$ cat config.mk
export PLATFORM = sky130hd
export DESIGN_NAME = uart_rx_fifo_flat
export DESIGN_NICKNAME = d
export VERILOG_FILES = /design/src/rtl/uart_pkg.sv /design/src/rtl/uart_rx_fifo_if.sv /design/src/rtl/uart_sync_fifo.sv /design/src/rtl/uart_rx_fifo.sv /design/src/flat_wrapper.sv
export SDC_FILE = /design/constraint.sdc
export NUM_CORES = 1
export LEC_CHECK = 0
export ABC_AREA = 0
export CORE_MARGIN = 2
export CORE_UTILIZATION = 50
export CTS_BUF_LIST = sky130_fd_sc_hd__clkbuf_8 sky130_fd_sc_hd__clkbuf_16
export CTS_CLUSTER_DIAMETER = 40
export DETAILED_ROUTE_END_ITERATION = 8
export GPL_ROUTABILITY_DRIVEN = 0
export PLACE_DENSITY = 0.65
export SYNTH_ARGS = -nofsm -noshare
export SYNTH_HDL_FRONTEND = slang
export SYNTH_SLANG_ARGS = --single-unit
$ cat constraint.sdc
create_clock -name clk -period 8.2 [get_ports clk]
set_input_delay 1.64 -clock clk [delete_from_list [all_inputs] [get_ports clk]]
set_output_delay 1.64 -clock clk [all_outputs]
set_load 0.005 [all_outputs]
$ cat src/rtl/uart_pkg.sv
// Shared UART types and defaults.
// Holds the RX FIFO word layout and the default FIFO depth.
package uart_pkg;

   localparam int unsigned UART_RX_FIFO_DEPTH_DEF = 16;

   typedef struct packed {
      logic       err;
      logic [7:0] data;
   } rx_word_t;

endpackage

$ cat src/rtl/uart_rx_fifo_if.sv
// Host-side valid/ready byte stream of the UART RX FIFO.
// The master side drives data and valid; the slave side returns ready.
interface uart_rx_fifo_if;

   logic [7:0] m_data;
   logic       m_err;
   logic       m_valid;
   logic       m_ready;

   modport master (output m_data, output m_err, output m_valid, input m_ready);
   modport slave  (input m_data, input m_err, input m_valid, output m_ready);

endinterface

$ cat src/rtl/uart_sync_fifo.sv
// Generic first-word-fall-through synchronous FIFO built from a flop array.
// Push into a full FIFO is accepted only when a pop frees the slot in the same cycle.
module uart_sync_fifo #(
   parameter int unsigned WIDTH = 9,
   parameter int unsigned DEPTH = 16,
   localparam int unsigned AW   = $clog2(DEPTH),
   localparam int unsigned CW   = $clog2(DEPTH + 1)
) (
   input  logic             clk,
   input  logic             rst,
   input  logic             push,
   input  logic [WIDTH-1:0] wdata,
   input  logic             pop,
   input  logic             flush,
   output logic [WIDTH-1:0] rdata,
   output logic [CW-1:0]    count,
   output logic             full,
   output logic             empty
);

   logic [WIDTH-1:0] mem_q [DEPTH];
   logic [AW-1:0]    wr_ptr_q;
   logic [AW-1:0]    rd_ptr_q;
   logic [CW-1:0]    count_q;
   logic             do_push;
   logic             do_pop;

   assign full    = (count_q == CW'(DEPTH));
   assign empty   = (count_q == '0);
   assign count   = count_q;
   assign rdata   = mem_q[rd_ptr_q];
   assign do_pop  = pop & ~empty & ~flush;
   assign do_push = push & (~full | (pop & ~empty)) & ~flush;

   always_ff @(posedge clk or posedge rst) begin
      if (rst) begin
         for (int i = 0; i < int'(DEPTH); i++) begin
            mem_q[i] <= '0;
         end
      end else if (do_push) begin
         mem_q[wr_ptr_q] <= wdata;
      end
   end

   always_ff @(posedge clk or posedge rst) begin
      if (rst) begin
         wr_ptr_q <= '0;
         rd_ptr_q <= '0;
         count_q  <= '0;
      end else if (flush) begin
         wr_ptr_q <= '0;
         rd_ptr_q <= '0;
         count_q  <= '0;
      end else begin
         if (do_push) wr_ptr_q <= wr_ptr_q + AW'(1);
         if (do_pop)  rd_ptr_q <= rd_ptr_q + AW'(1);
         if (do_push && !do_pop) begin
            count_q <= count_q + CW'(1);
         end else if (do_pop && !do_push) begin
            count_q <= count_q - CW'(1);
         end
      end
   end

endmodule

$ cat src/rtl/uart_rx_fifo.sv
// UART receive buffer: one push per rx_done rising edge, sticky overrun, valid/ready output.
// Define UART_RX_DROP_ERR_EN to discard frames received with a parity error.
module uart_rx_fifo
   import uart_pkg::*;
#(
   parameter int unsigned  DEPTH = UART_RX_FIFO_DEPTH_DEF,
   localparam int unsigned CW    = $clog2(DEPTH + 1)
) (
   input  logic          clk,
   input  logic          rst,
   input  logic [7:0]    rx_data,
   input  logic          rx_done,
   input  logic          rx_error,
   output logic          rx_full,
   uart_rx_fifo_if.master m,
   output logic [CW-1:0] count,
   output logic          overrun,
   input  logic          clr_overrun,
   input  logic          flush
);

   logic     done_q;
   logic     overrun_q;
   logic     frame_edge;
   logic     push_req;
   logic     pop_req;
   logic     fifo_full;
   logic     fifo_empty;
   rx_word_t wword;
   rx_word_t rword;

   // done_q resets high so a receiver already asserting rx_done cannot fake a frame edge.
   always_ff @(posedge clk or posedge rst) begin
      if (rst) begin
         done_q <= 1'b1;
      end else begin
         done_q <= rx_done;
      end
   end

   assign frame_edge = rx_done & ~done_q;
   assign wword      = '{err: rx_error, data: rx_data};
   assign pop_req    = m.m_valid & m.m_ready;

`ifdef UART_RX_DROP_ERR_EN
   logic unused_rword_err;
   assign push_req         = frame_edge & ~rx_error;
   assign m.m_err          = 1'b0;
   assign unused_rword_err = rword.err;
`else
   assign push_req = frame_edge;
   assign m.m_err  = rword.err;
`endif

   uart_sync_fifo #(
      .WIDTH ($bits(rx_word_t)),
      .DEPTH (DEPTH)
   ) u_fifo (
      .clk   (clk),
      .rst   (rst),
      .push  (push_req),
      .wdata (wword),
      .pop   (m.m_ready),
      .flush (flush),
      .rdata (rword),
      .count (count),
      .full  (fifo_full),
      .empty (fifo_empty)
   );

   // A new overrun outranks a clear in the same cycle.
   always_ff @(posedge clk or posedge rst) begin
      if (rst) begin
         overrun_q <= 1'b0;
      end else if (push_req && fifo_full && !pop_req) begin
         overrun_q <= 1'b1;
      end else if (clr_overrun) begin
         overrun_q <= 1'b0;
      end
   end

   assign rx_full   = fifo_full;
   assign overrun   = overrun_q;
   assign m.m_valid = ~fifo_empty;
   assign m.m_data  = rword.data;

endmodule

$ cat src/flat_wrapper.sv
// flat-port wrapper written by rule: the top's interface ports become plain ports
module uart_rx_fifo_flat import uart_pkg::*;
#(
   parameter int unsigned  DEPTH = UART_RX_FIFO_DEPTH_DEF,
   localparam int unsigned CW    = $clog2(DEPTH + 1)
)
  (clk, rst, rx_data, rx_done, rx_error, rx_full, count, overrun, clr_overrun, flush, m_m_data, m_m_err, m_m_valid, m_m_ready);
  uart_rx_fifo_if m_i ();
  input  logic clk;
  input  logic rst;
  input  logic [7:0] rx_data;
  input  logic rx_done;
  input  logic rx_error;
  output logic rx_full;
  output logic [CW-1:0] count;
  output logic overrun;
  input  logic clr_overrun;
  input  logic flush;
  output wire logic [$bits(m_i.m_data)-1:0] m_m_data;
  output wire logic [$bits(m_i.m_err)-1:0] m_m_err;
  output wire logic [$bits(m_i.m_valid)-1:0] m_m_valid;
  input wire logic [$bits(m_i.m_ready)-1:0] m_m_ready;
  assign m_m_data = m_i.m_data;
  assign m_m_err = m_i.m_err;
  assign m_m_valid = m_i.m_valid;
  assign m_i.m_ready = m_m_ready;
  uart_rx_fifo #(.DEPTH(DEPTH)) u_core (.clk(clk), .rst(rst), .rx_data(rx_data), .rx_done(rx_done), .rx_error(rx_error), .rx_full(rx_full), .m(m_i), .count(count), .overrun(overrun), .clr_overrun(clr_overrun), .flush(flush));
endmodule
== After elaboration in Yosys (flattened, before gate mapping) ==
Cells that the tools add are included.
Widths: inputs -> output; s select.

* Bitwise gates (word level): 12
* Equal/unequal tests: 1
* Mux-type cells: 15
* Add/sub/neg operators: 4
* Magnitude comparators: 3
* Reductions and logical operators: 13

{| class="wikitable"
|+ Operators with widths
! kind !! number
|-
| $bwmux 144 || 1
|-
| $bmux 9 s4 || 1
|-
| $demux 9 s4 || 1
|-
| $mux 9 || 3
|-
| $mux 4 || 4
|-
| $mux 5 || 3
|-
| $ge 5x5->1 const B || 2
|-
| $not 4->5 || 2
|-
| $add 4x1->4 const B || 2
|-
| $reduce_bool 2->1 || 3
|-
| $add 5x1->5 const B || 1
|-
| $and 1x1->1 || 5
|-
| $eq 5x5->1 const B || 1
|-
| $logic_and 1x1->1 || 5
|-
| $logic_not 5->1 || 1
|-
| $lt 5x1->1 const B || 1
|-
| $sub 5x1->5 const B || 1
|-
| $not 1->1 || 4
|-
| $logic_not 1->1 || 3
|-
| $reduce_bool 3->1 || 1
|-
| $mux 1 || 2
|-
| $or 1x1->1 || 1
|}

* Register bits: 159
* Input port bits: 15

== Depth between registers and ports, before layout ==
* Depth in word-level cells: 11
* Mapped depth: 9
* Mapped depth without buffers: 8

== Modules after synthesis ==
Synthesis repeated with hierarchy kept, for this count alone.

* Cell total of the unflattened synthesis: 510
* Area, all modules: 7,741.2 µm²

{| class="wikitable"
|+ By module, submodules not included
! module !! cells an instance !! seq. area each (µm²) !! instances !! area an instance (µm²)
|-
| uart_sync_fifo || 502 || 3,928.8 || 1 || 7,648.6
|-
| uart_rx_fifo || 8 || 51.3 || 1 || 92.6
|}

== Worst setup path after synthesis ==
Ideal clock, no wire load.

* Path kind: input -> register
* From: in rx_done
* To: reg u_core.u_fifo.count_q[4] (netlist: u_core.u_fifo.count[4])
* Slack: 4,523 ps
* Arrival: 3,599 ps
* Stages on the path: 9
* Path through: nand2b_1 > buf_2 > a21oi_2 > nand3_1 > ha_1 > a21oi_1 > a211o_1 > o221a_2 > a21oi_1

* Longest elaborated chain between the ends: 6

{| class="wikitable"
|+ Ends and longest elaborated chain
! element !! line !! source
|-
| start, declared || flat_wrapper.sv:12 || <nowiki>input logic rx_done;</nowiki>
|-
| $and 1x1->1 (*) || uart_rx_fifo.sv:41 || <nowiki>assign frame_edge = rx_done & ~done_q;</nowiki>
|-
| $and 1x1->1 (*) (2 in series) || uart_sync_fifo.sv:33 || <nowiki>assign do_push = push & (~full | (pop & ~empty)) & ~flush;</nowiki>
|-
| $logic_and 1x1->1 or $logic_not 1->1 (tied branches) || uart_sync_fifo.sv:57, uart_sync_fifo.sv:59 ||
|-
| $mux 5 or $logic_and 1x1->1 (tied branches) || uart_sync_fifo.sv:57, uart_sync_fifo.sv:59 ||
|-
| $mux 5 or $reduce_bool 3->1 (tied branches) || n/a ||
|-
| end signal, assigned || uart_sync_fifo.sv:58 || <nowiki>count_q <= count_q + CW'(1);</nowiki>
|-
| end signal, assigned || uart_sync_fifo.sv:60 || <nowiki>count_q <= count_q - CW'(1);</nowiki>
|-
| end, declared || uart_sync_fifo.sv:24 || <nowiki>logic [CW-1:0] count_q;</nowiki>
|}

Every way passes the cells marked *; elsewhere a longest branch is shown, timed or not.
A chain may end at the register's enable or synchronous reset.

== Final worst setup path ==
* From: reg u_core.u_fifo.rd_ptr_q[0]
* To: out m_m_err

* Longest elaborated chain between the ends: 4

{| class="wikitable"
|+ Ends and longest elaborated chain
! element !! line !! source
|-
| start, declared || uart_sync_fifo.sv:23 || <nowiki>logic [AW-1:0] rd_ptr_q;</nowiki>
|-
| start signal, assigned || uart_sync_fifo.sv:56 || <nowiki>if (do_pop) rd_ptr_q <= rd_ptr_q + AW'(1);</nowiki>
|-
| $not 4->5 (implied by the code) || uart_sync_fifo.sv:31 || <nowiki>assign rdata = mem_q[rd_ptr_q];</nowiki>
|-
| $bmux 9 s4 || uart_sync_fifo.sv:31 ||
|-
| $mux 9 (implied by the code) (2 in series) || uart_sync_fifo.sv:31 ||
|-
| end, declared || flat_wrapper.sv:20 || <nowiki>output wire logic [$bits(m_i.m_err)-1:0] m_m_err;</nowiki>
|}

Every way passes these cells. The select of a mux whose other input is x is not followed.

==> results.ini <==
[cells_and_area]
utilization=0.579
final.fill_count=1202
antenna_cells=0
drive_above_1_share=0.438
final_nets=527
synthToLayoutAreaGrowth_pct=13.2

[sta]
finalHoldViolations=0
fmax_ghz=0.215
max_slew_margin=0.350
fin_tns_setup_ns=0
rsz0062_at_grt=no
finalCritPeriodShare=0.566
worstMarginPinSlew_ns=0.971
fin_crit_ns=4.64
whs_ns=0.484
final.setup.worst_slack_ns=3.56
report.final.slew_viol_count=0
setup_viol=0
clock_skew_ns=0.00836

[critical_path]
worst_ep_arrival_time_ns=3.00
critical_path_required_ns=6.56
crit_type=reg2out
endpoint_kind=output port
crit_path_max_fanout=39
critPathLaunchType=flip-flop

[floorplan]
core_area_sq_um=15200
fp.dieH_microns=129
start_util=0.511
dieArea_sq_um=16600
die_w_microns=129
io_pins=32
rows=45

[global_route]
grt_max_degree=85
grt_pass1_wl_mm=27.2
grt_overflow_total=0
antenna_found_initial=0
track_usage=0.226
grt_pass1_vias=4642

[synth]
syn_inst=479
synth_largest_area_cell=dfrtp_1
synth-seq-area-share=0.512
synth.cell_area_sq_um=7770
synth_top_area_frac=0.509
ys_top_cells_by_count=dfrtp_1, mux2_2, mux2_4
synth_flop_cell=dfrtp_1
synth_area_leaders=dfrtp_1, mux4_2, mux2_4
yosysUniqueCellTypes=48
syn_nets=504
synth.most_common_cell=dfrtp_1
avgSynthCellArea_sq_um=16.2
synth-edff-count=0
synthArstFlopShare=1.00
synth-seq-cells=159
ys_warn_count=0

[routing]
drt_iter0_markers=210
wl_mm=17.0
vias_per_cell=5.93
drtPass1Iterations=4
via_count=4165
drc=0
routedWlPerCell_microns=24.2
postRouteAntennaNets=0

[placed_design]
dpl_worst_slack_ns=3.62
io_buffers=31
dp_hpwl_mm=10.1

[pwr]
clkPwrFrac=0.363
switching_share=0.266
pwr-share-seq=0.402
p_comb_frac=0.235
leakagePower_uw=0.00403
power.density_nw_per_um2=253
ir_drop_mv=0.174
netSwitchingPower_uw=593
p_int_uw=1630

[clock_tree]
post_cts_buffers=0
cts-root-buf=clkbuf_16
path_clk_slew_ns=0.06
cts_tree=built
cts_made_buffers=17
clockBufferDepth=2
ctsHoldBuffers=0
cts.sinks=159
htreeDepth=4
cts_resized=0
worstSkewPairLatency_ns=0.42

[run]
drv_cap=0

[status]
outcome=complete, no violations

[worst_hold_path]
holdCritPathClass=reg2reg

==> layout by cell type (no fill, tap or decap), types with 3 or more instances in the layout <==
| cell | count |
|---|---|
| nor2_1 | 9 |
| clkbuf_16 | 17 |
| nand2_1 | 6 |
| mux2_2 | 72 |
| mux2_4 | 55 |
| clkdlybuf4s50_1 | 31 |
| nand2b_1 | 3 |
| xnor2_1 | 3 |
| ha_1 | 9 |
| mux4_2 | 45 |
| a21oi_1 | 4 |
| nand3_2 | 6 |
| inv_1 | 7 |
| buf_4 | 3 |
| mux2_1 | 18 |
| clkbuf_8 | 3 |
| xor2_1 | 3 |
| mux2i_1 | 5 |
| nand3_1 | 8 |
| dfrtp_1 | 157 |
| and3_1 | 8 |
| bufinv_16 | 3 |
==> routing by layer <==
layer | global-route usage | up-vias | wire length (microns)
met5 | 0 | - | 0
li1 | - | 1837 | -
met2 | 0.377 | 57 | 8670
met1 | 0.301 | 2254 | 7550
met3 | 0.0457 | 17 | 503
met4 | 0.0735 | 0 | 274
==> power groups by stage <==
| stage | registers, uW | logic, uW | clock network, uW |
|---|---|---|---|
| 6_report | 893 | 523 | 808 |
| 5_1_grt | 902 | 572 | 862 |
| 4_1_cts | 893 | 534 | 826 |
| 3_5_place_dp | 906 | 532 | 0 |
| 3_3_place_gp | 903 | 515 | 0 |
| 2_1_floorplan | 892 | 361 | 0 |
==> worst max-delay path, stage by stage, from the launching register on <==
cell and delay (ns):
dfrtp_2 0.34, buf_4 0.64, mux4_2 0.61, mux4_2 0.51, clkdlybuf4s50_1 0.47
==> registers in the layout, summed over array words and instances (netlist names) <==
signal,count
u_core.u_fifo.wr_ptr_q,4
u_core.u_fifo.rd_ptr_q,4
u_core.overrun,1
u_core.u_fifo.count,5
u_core.done_q,1
u_core.u_fifo.mem_q,144
==> layout make-up <==
type	count	area, sq um	area share
sequential	159	3980	0.452
multi-input combinational	283	3610	0.410
clock buffer	20	467	0.0530
timing repair buffer	34	333	0.0378
tap	188	235	0.0267
clock inverter	11	140	0.0159
inverter	7	31.3	0.00355
==> final timing paths <==
path | end | start | cells past startpoint | slack (ns)
worst max-delay path | m_m_err | u_core.u_fifo.rd_ptr_q[0]$_DFFE_PP0P_ | 4 | 3.56
worst min-delay path | u_core.u_fifo.mem_q[65]$_DFFE_PP0P_ | u_core.u_fifo.mem_q[65]$_DFFE_PP0P_ | 1 | 0.48
worst max register to register | u_core.u_fifo.count[4]$_DFFE_PP0P_ | u_core.u_fifo.count[0]$_DFFE_PP0P_ | 8 | 5.14
worst min register to register | u_core.u_fifo.mem_q[65]$_DFFE_PP0P_ | u_core.u_fifo.mem_q[65]$_DFFE_PP0P_ | 1 | 0.48
max in group asynchronous | u_core.u_fifo.wr_ptr_q[1]$_DFFE_PP0P_ | rst | 3 | 5.04
min in group asynchronous | u_core.u_fifo.count[0]$_DFFE_PP0P_ | rst | 2 | 1.73
==> logic make-up after synthesis <==
logic type	Yosys count	share of synthesized area
adder cells (fa/ha/maj)	10	0.0171
AND/OR/NAND/NOR	53	0.0454
flip-flops	159	0.512
buffers and inverters	37	0.0232
multiplexers	195	0.373
XOR/XNOR	7	0.0103
AO/OA/AOI/OAI	18	0.0185
==> through the flow <==
| stage | cells | power [uW] | instance area [sq um] |
|---|---|---|---|
| after floorplan | 479 | 1250 | 7770 |
| after global placement | 671 | 1420 | 8190 |
| after detailed placement | 671 | 1440 | 8190 |
| after CTS | 702 | 2250 | 8800 |
| after global routing | 702 | 2340 | 8800 |
| final | 702 | 2220 | 8800 |
(Power assumes the default switching activity.)
